`src/rtl/ifb_pkg.sv`:
```
// Shared types and constants for the instruction prefetch buffer.
package ifb_pkg;

  localparam int unsigned ADDR_W     = 32;
  localparam int unsigned DATA_W     = 32;
  localparam int unsigned INST_BYTES = 4;

  typedef struct packed {
    logic [ADDR_W-1:0] pc;
    logic [DATA_W-1:0] inst;
  } ifb_entry_t;

endpackage

```
`src/rtl/inst_prefetch_buf_if.sv`:
```
// ROM-side and core-side signals of the prefetch buffer; master is the buffer itself.
interface inst_prefetch_buf_if import ifb_pkg::*; ();

  logic [ADDR_W-1:0] rom_addr_o;
  logic              rom_ce_o;
  logic [DATA_W-1:0] rom_data_i;
  logic              redirect_i;
  logic [ADDR_W-1:0] redirect_pc_i;
  logic              inst_valid_o;
  logic              inst_ready_i;
  logic [DATA_W-1:0] inst_o;
  logic [ADDR_W-1:0] inst_pc_o;

  modport master (
    output rom_addr_o, rom_ce_o, inst_valid_o, inst_o, inst_pc_o,
    input  rom_data_i, redirect_i, redirect_pc_i, inst_ready_i
  );

  modport slave (
    input  rom_addr_o, rom_ce_o, inst_valid_o, inst_o, inst_pc_o,
    output rom_data_i, redirect_i, redirect_pc_i, inst_ready_i
  );

endinterface

```
`src/rtl/ifb_fifo.sv`:
```
// Synchronous FIFO of {pc, inst} entries with flush; head reads as zero when empty.
module ifb_fifo import ifb_pkg::*; #(
  parameter int unsigned DEPTH = 4
) (
  input  logic       clk,
  input  logic       rst,
  input  logic       push,
  input  logic       pop,
  input  logic       flush,
  input  ifb_entry_t wr_entry,
  output logic       full,
  output logic       empty,
  output ifb_entry_t head
);

  localparam int unsigned PtrW = $clog2(DEPTH);
  localparam int unsigned CntW = $clog2(DEPTH + 1);

  logic [PtrW-1:0] rd_ptr_q, wr_ptr_q;
  logic [CntW-1:0] count_q;
  ifb_entry_t      mem_q [DEPTH];

  assign full  = (count_q == CntW'(DEPTH));
  assign empty = (count_q == '0);
  assign head  = empty ? '0 : mem_q[rd_ptr_q];

  always_ff @(posedge clk) begin
    if (rst || flush) begin
      rd_ptr_q <= '0;
      wr_ptr_q <= '0;
      count_q  <= '0;
    end else begin
      if (push) wr_ptr_q <= wr_ptr_q + PtrW'(1);
      if (pop)  rd_ptr_q <= rd_ptr_q + PtrW'(1);
      unique case ({push, pop})
        2'b10:   count_q <= count_q + CntW'(1);
        2'b01:   count_q <= count_q - CntW'(1);
        default: count_q <= count_q;
      endcase
    end
  end

  // Storage needs no reset: stale slots are masked by the count.
  always_ff @(posedge clk) begin
    if (push && !flush) mem_q[wr_ptr_q] <= wr_entry;
  end

endmodule

```
`src/rtl/inst_prefetch_buf.sv`:
```
// Instruction prefetch buffer: owns the fetch PC, reads inst_rom, queues {pc, inst} for the core.
// Optional performance counters are built when IFB_PERF_EN is defined.
module inst_prefetch_buf import ifb_pkg::*; #(
  parameter int unsigned       DEPTH    = 4,
  parameter logic [ADDR_W-1:0] RESET_PC = '0
) (
  input logic                 clk,
  input logic                 rst,
  inst_prefetch_buf_if.master bus
`ifdef IFB_PERF_EN
  ,
  output logic [31:0]         perf_fetch_cnt_o,
  output logic [31:0]         perf_flush_cnt_o
`endif
);

  logic [ADDR_W-1:0] fetch_pc_q, fetch_pc_d;
  logic              rom_ce_q;
  logic              push, pop, full, empty;
  ifb_entry_t        head, wr_entry;

  assign pop  = bus.inst_valid_o & bus.inst_ready_i;
  // A full FIFO still accepts a push when the head leaves in the same cycle.
  assign push = rom_ce_q & ~bus.redirect_i & (~full | pop);

  assign wr_entry = '{pc: fetch_pc_q, inst: bus.rom_data_i};

  always_comb begin
    fetch_pc_d = fetch_pc_q;
    if (bus.redirect_i) begin
      fetch_pc_d = {bus.redirect_pc_i[ADDR_W-1:2], 2'b00};
    end else if (push) begin
      fetch_pc_d = fetch_pc_q + ADDR_W'(INST_BYTES);
    end
  end

  always_ff @(posedge clk) begin
    if (rst) begin
      fetch_pc_q <= RESET_PC;
      rom_ce_q   <= 1'b0;
    end else begin
      fetch_pc_q <= fetch_pc_d;
      rom_ce_q   <= 1'b1;
    end
  end

  ifb_fifo #(
    .DEPTH(DEPTH)
  ) u_fifo (
    .clk      (clk),
    .rst      (rst),
    .push     (push),
    .pop      (pop),
    .flush    (bus.redirect_i),
    .wr_entry (wr_entry),
    .full     (full),
    .empty    (empty),
    .head     (head)
  );

  assign bus.rom_addr_o   = fetch_pc_q;
  assign bus.rom_ce_o     = rom_ce_q;
  assign bus.inst_valid_o = ~empty;
  assign bus.inst_o       = head.inst;
  assign bus.inst_pc_o    = head.pc;

`ifdef IFB_PERF_EN
  logic [31:0] perf_fetch_q, perf_flush_q;

  always_ff @(posedge clk) begin
    if (rst) begin
      perf_fetch_q <= '0;
      perf_flush_q <= '0;
    end else begin
      if (push)                   perf_fetch_q <= perf_fetch_q + 32'd1;
      if (bus.redirect_i && !empty) perf_flush_q <= perf_flush_q + 32'd1;
    end
  end

  assign perf_fetch_cnt_o = perf_fetch_q;
  assign perf_flush_cnt_o = perf_flush_q;
`endif

endmodule
```
`src/flat_wrapper.sv`:
```
// flat-port wrapper written by rule: the top's interface ports become plain ports
module inst_prefetch_buf_flat import ifb_pkg::*;
#(
  parameter int unsigned       DEPTH    = 4,
  parameter logic [ADDR_W-1:0] RESET_PC = '0
)
  (clk, rst, bus_rom_addr_o, bus_rom_ce_o, bus_inst_valid_o, bus_inst_o, bus_inst_pc_o, bus_rom_data_i, bus_redirect_i, bus_redirect_pc_i, bus_inst_ready_i);
  inst_prefetch_buf_if bus_i ();
  input logic clk;
  input logic rst;
  output wire logic [$bits(bus_i.rom_addr_o)-1:0] bus_rom_addr_o;
  output wire logic [$bits(bus_i.rom_ce_o)-1:0] bus_rom_ce_o;
  output wire logic [$bits(bus_i.inst_valid_o)-1:0] bus_inst_valid_o;
  output wire logic [$bits(bus_i.inst_o)-1:0] bus_inst_o;
  output wire logic [$bits(bus_i.inst_pc_o)-1:0] bus_inst_pc_o;
  input wire logic [$bits(bus_i.rom_data_i)-1:0] bus_rom_data_i;
  input wire logic [$bits(bus_i.redirect_i)-1:0] bus_redirect_i;
  input wire logic [$bits(bus_i.redirect_pc_i)-1:0] bus_redirect_pc_i;
  input wire logic [$bits(bus_i.inst_ready_i)-1:0] bus_inst_ready_i;
  assign bus_rom_addr_o = bus_i.rom_addr_o;
  assign bus_rom_ce_o = bus_i.rom_ce_o;
  assign bus_inst_valid_o = bus_i.inst_valid_o;
  assign bus_inst_o = bus_i.inst_o;
  assign bus_inst_pc_o = bus_i.inst_pc_o;
  assign bus_i.rom_data_i = bus_rom_data_i;
  assign bus_i.redirect_i = bus_redirect_i;
  assign bus_i.redirect_pc_i = bus_redirect_pc_i;
  assign bus_i.inst_ready_i = bus_inst_ready_i;
  inst_prefetch_buf #(.DEPTH(DEPTH), .RESET_PC(RESET_PC)) u_core (.clk(clk), .rst(rst), .bus(bus_i));
endmodule
```
`config.mk`:
```
export PLATFORM = sky130hd
export DESIGN_NAME = inst_prefetch_buf_flat
export DESIGN_NICKNAME = d
export VERILOG_FILES = /design/src/rtl/ifb_pkg.sv /design/src/rtl/inst_prefetch_buf_if.sv /design/src/rtl/ifb_fifo.sv /design/src/rtl/inst_prefetch_buf.sv /design/src/flat_wrapper.sv
export SDC_FILE = /design/constraint.sdc
export NUM_CORES = 1
export LEC_CHECK = 0
export BUFFER_PORTS_ARGS = -buffer_cell sky130_fd_sc_hd__buf_2
export CAP_MARGIN = 25
export CORE_MARGIN = 2
export CORE_UTILIZATION = 35
export DETAILED_ROUTE_END_ITERATION = 8
export HOLD_SLACK_MARGIN = 0.12
export PLACE_DENSITY = 0.63
export RECOVER_POWER = 50
export REMOVE_ABC_BUFFERS = 1
export SETUP_SLACK_MARGIN = 0.02
export SYNTH_ARGS = -nofsm -noshare
export SYNTH_HDL_FRONTEND = slang
export SYNTH_HIERARCHICAL = 1
export SYNTH_SLANG_ARGS = --single-unit
```
`constraint.sdc`:
```
create_clock -name clk -period 3.75 [get_ports clk]
set_input_delay 0.75 -clock clk [delete_from_list [all_inputs] [get_ports clk]]
set_output_delay 0.75 -clock clk [all_outputs]
set_load 0.1 [all_outputs]
```
# == After elaboration in Yosys (flattened, before gate mapping) ==
# Memories as Yosys holds them, arrays and structs flattened. A register that Yosys moved wholly into a read port is not among the register bits.
# Index checks and enable logic that the tools add are counted.
# totals
n_memories,1
word_cells,38
ramBits,256
in_bits,68
output_inout_bits,98
regBits,40
# op_classes
addsub,5
n_bitwise,7
n_eq_ne,3
mux,9
reduce_logical,7
# memory_table
memory,depth,word_bits,rd,rd_clocked_by_memory_dff,wr,line_no,source
u_core.u_fifo.mem_q,4,64,1,1,1,ifb_fifo.sv:21,ifb_entry_t mem_q [DEPTH];
# ops
cell,n
2-to-1 mux 32 bit,2
2-to-1 mux 64 bit,1
adder 32 x 3 -> 32 bit (second input constant),1
one-hot mux 3 bit (2 select lines),1
adder 2 x 1 -> 2 bit (second input constant),2
2-to-1 mux 2 bit,2
nonzero test 2 bit,2
adder 3 x 1 -> 3 bit (second input constant),1
bitwise AND 1 bit,3
== test 3 bit (second input constant),1
zero test 3 bit,1
2-to-1 mux 1 bit,3
inverter 1 bit,3
subtractor 3 x 1 -> 3 bit (second input constant),1
== test 2 x 1 -> 1 bit (second input constant),1
== test 2 bit (second input constant),1
OR reduction 2 bit,1
logical AND 1 bit,1
zero test 1 bit,1
logical OR 1 bit,1
bitwise OR 1 bit,1

# == Logic depth before layout (Yosys ltp) ==
# logic_depth
depth_word,8
mapped_depth,15
ltp_nobuf,12

# == Hierarchy ==
# The synthesis kept the hierarchy.
# modules_own_cells
mod,seq_area_each_um2,n_inst,cells_each,area_per_inst_um2
ifb_fifo,7867.5,1,454,10113.4
inst_prefetch_buf,620.6,1,238,1906.8

# == Least setup slack after synthesis ==
# Ideal clock, no wire load.
# synth_path
path_type,reg-to-reg
from,"register u_core.rom_ce_q, in the netlist u_core/bus.rom_ce_o"
to,"memory u_core/u_fifo/mem_q[0][0] (netlist bit), enable pin"
synth_period_minus_slack_ps,4075
arrival_ps,3646
slack_ps,-325
path_buffers,1
path_stages_with_launch,7
setup_ps,429
t_required_ps,3321
cell_sequence,dfxtp_1 > o21ai_1 > buf_2 > nor2_1 > inv_1 > nor2_1 > and2_1
# synth_between
elab_chain_cells,5
# synth_rtl
element,line_no,source
from (decl),inst_prefetch_buf.sv:18,logic rom_ce_q;
from (signal assigned),inst_prefetch_buf.sv:40,rom_ce_q <= 1'b0;
from (signal assigned),inst_prefetch_buf.sv:43,rom_ce_q <= 1'b1;
bitwise AND 1 bit (2 in a row),inst_prefetch_buf.sv:24,assign push = rom_ce_q & ~bus.redirect_i & (~full | pop);
net u_core.push,inst_prefetch_buf.sv:19,"logic push, pop, full, empty;"
logical AND 1 bit,ifb_fifo.sv:45,if (push && !flush) mem_q[wr_ptr_q] <= wr_entry;
2-to-1 mux 1 bit,ifb_fifo.sv:45,
2-to-1 mux 1 bit (not written as such),ifb_fifo.sv:45,
to (decl),ifb_fifo.sv:21,
# The timed path passes the listed nets, and every way through them passes these cells.

==> metrics <==
Post-CTS Resized 0; met2 Use GR 24.6%; flip-flop and latch area 8500 sq um; WP data arrival 2.53 ns; initial antenna violation count 0; crit path to bus_inst_pc_o[17]; unrepaired setup endpoints after global routing no; CTS sink count 296; gpl congestion 0.757; hold_buf cts 0; vias in the first global route 6758; setup ws final 0.472 ns; Yosys cell types 52; Most used DFF post-synth edfxtp_1; total global routing overflow 0; CTS Buf Count 31; crit path kind reg -> out; # nets final 953; crit-path max FO 18; worst endpoint required time 3.00 ns; Post CTS Setup Buffer Count 0; min Tclk post-route 3.28 ns; DIE WIDTH 189 um; vias per cell 4.88; Seq/Total Area, Yosys 70.6%; r2r setup slk 0.63 ns; failing checks max-capacitance violations, max-slew violations; EDFF count, synth 256; CP startpoint kind register; Layout area overhead 19.3%; Fmax 305 MHz; Layout Skew 0.00685 ns; R2R depth 9; cell count after synthesis 692; Die ar. 35800 sq um; Global Route Usage Sum 14.7%; share of layout cells above drive strength 1 26.1%; Pins Over Slew Limit 35; final WL 26600 um; # rows 67; leading area contributor after synthesis edfxtp_1; worst slew pin tran 1.67 ns; Initial Util 35.7%; Reg clk slew, reported paths 0.06 ns; # fillers 3127; syn_area_per_cell 17.4 sq um; post-synthesis async set-or-reset flop share 0%; CTS tree done; final hold violations 0; largest net degree at the start of global routing 66; Place WS 0.686 ns; CTS H-tree depth 1; root buf cell clkbuf_16; grt met1 use 20.5%; # setup viols final 0; Hold Path Origin bus_redirect_pc_i[9]; mapped cell area 12000 sq um; YS warnings 6; largest cells by area after synthesis edfxtp_1 64%, mux4_2 12%, dfxtp_1 6.7%; outcome complete, but fails checks; Max clock buf depth 3; post-DP HPWL 16800 um; Yosys reg bits 296; busiest grt layer met2; Final Power 0.00737 W; PD cells 514 nW/um^2; final worst path period share 87.4%; wire per inst 19.7 um; r2r endpoint u_core/u_fifo/mem_q[1][59]; Max-slew headroom -14.2%; r2r startpoint u_core/u_fifo/count_q[0]; ANT cells 0; Starting DRT DRC Count 338; Final ANT Viol Nets 0; IO Pins 166; area of the multi-input gates 3240 sq um; Port Buffers 161; die height 189 um; DR pass1 iterations 5; worst hold path type in -> reg; Core Region 33700 sq um; Synth top area share 64.0%; DP Area 13500 sq um; Non-Filler Cell Area, Final 14300 sq um; DRC Markers 0; clock latency on the worst-skew pair 0.54 ns; met3 usage 2.28%; vias 6585; Peak VDD IR 397 uV; P_leak 4.72 nW; first-pass GRT wire length 40200 um; Max-Cap Viols 2; CP endpoint kind output port
## cell type report
cell class	count	share of cell area (%)
Inverter	17	0.445
Multi-Input combinational cell	351	22.6
Clock inverter	14	0.986
Tap cell	448	3.91
Sequential cell	296	59.2
Clock buffer	43	6.07
Timing Repair Buffer	181	6.74
## through the flow
stage / instances / setup TNS (ns) / hold WS (ns) / utilization (%)
final: 1350 / 0 / 0.442 / 42.5
after global routing: 1350 / 0 / 0.441 / 42.5
after CTS: 1350 / 0 / 0.395 / 43.0
after detailed placement: 1293 / 0 / 0.506 / 40.0
after global placement: 1293 / 0 / 0.506 / 40.0
after floorplan: 664 / -951.27 / 0.467 / -
## sequential cells by signal, indices dropped and copies added, names as in the netlist, named ones only
register and count:
u_core/bus.rom_ce_o 1, u_core/u_fifo/rd_ptr_q 2, u_core/u_fifo/wr_ptr_q 2, u_core/u_fifo/mem_q 256
u_core/u_fifo/count_q 3, u_core/bus.rom_addr_o 30
## power by group
part | total, W | leakage (nW) | internal, W | switching, W
registers | 0.00370 | 2.67 | 0.00363 | 0.0000684
clock network | 0.00302 | 0.496 | 0.00181 | 0.00120
logic | 0.000654 | 1.56 | 0.000131 | 0.000524
## worst max-delay path, stage by stage (launching register included)
cell,delay [ns]
dfxtp_4,0.65
buf_4,0.33
mux4_2,0.52
nor2b_1,0.15
buf_2,0.33
## Yosys cell counts, types with 2 or more instances
library cell and instances:
nand3_2 2, inv_1 17, xnor2_1 16, ha_1 6, nand2_1 29, nor4b_2 2, and3_1 4, nand4_1 12
a2111oi_0 3, and2_1 5, nor2_1 39, nor4_1 2, or3_1 2, a221oi_1 2, clkbuf_1 17, edfxtp_1 256
a21oi_1 12, nand3_1 9, buf_2 8, mux2i_1 4, xor2_1 12, nor3_1 6, nor2b_1 66, nor3_2 4
o21ai_0 6, a2111oi_1 2, dfxtp_1 40, buf_4 2, o22ai_1 4, buf_6 8, a211oi_1 11, mux4_2 64
## cell usage in the layout, fill, tap and decap left out, types with 6 or more instances in the layout
cell type	count
xnor2_1	16
nor2_1	39
conb_1	10
buf_2	97
nor3_1	10
o21ai_0	7
clkbuf_16	31
xor2_1	12
a21oi_1	12
buf_12	8
a211oi_1	11
edfxtp_1	256
nor2b_1	66
buf_4	9
nand3_1	9
ha_1	6
nand2_1	29
clkbuf_1	73
nand4_1	13
mux4_2	64
dfxtp_1	38
inv_1	17
## worst min path at each step
| stage | depth (start not counted) | to | slack [ns] |
|---|---|---|---|
| floorplan | 2 | u_core/u_fifo/count_q[2] | 0.47 |
| global placement | 2 | u_core/u_fifo/count_q[2] | 0.51 |
| detailed placement | 2 | u_core/u_fifo/count_q[2] | 0.51 |
| CTS | 1 | u_core/u_fifo/mem_q[1][22] | 0.40 |
| global route | 3 | u_core/bus.rom_addr_o[2] | 0.44 |
| finish | 3 | u_core/bus.rom_addr_o[9] | 0.44 |
## cell families (layout without fill, tap and decap cells)
| group | Yosys count | in the layout | synth area share (%) |
|---|---|---|---|
| compound gates | 49 | 49 | 3.00 |
| xor+xnor | 28 | 28 | 2.04 |
| fa+ha+maj | 7 | 7 | 0.791 |
| buf+inv | 54 | 255 | 2.34 |
| flops | 296 | 296 | 70.6 |
| mux | 68 | 68 | 12.3 |
| other cells | 1 | 10 | 0.0312 |
| simple gates | 189 | 189 | 8.86 |
## per-layer routing
metal / vias up / wire (um)
li1: 3044 / -
met1: 3316 / 11900
met2: 190 / 12800
met3: 35 / 1530
met4: 0 / 355
met5: - / 0
No activity file was read; power rests on OpenSTA's default activity.
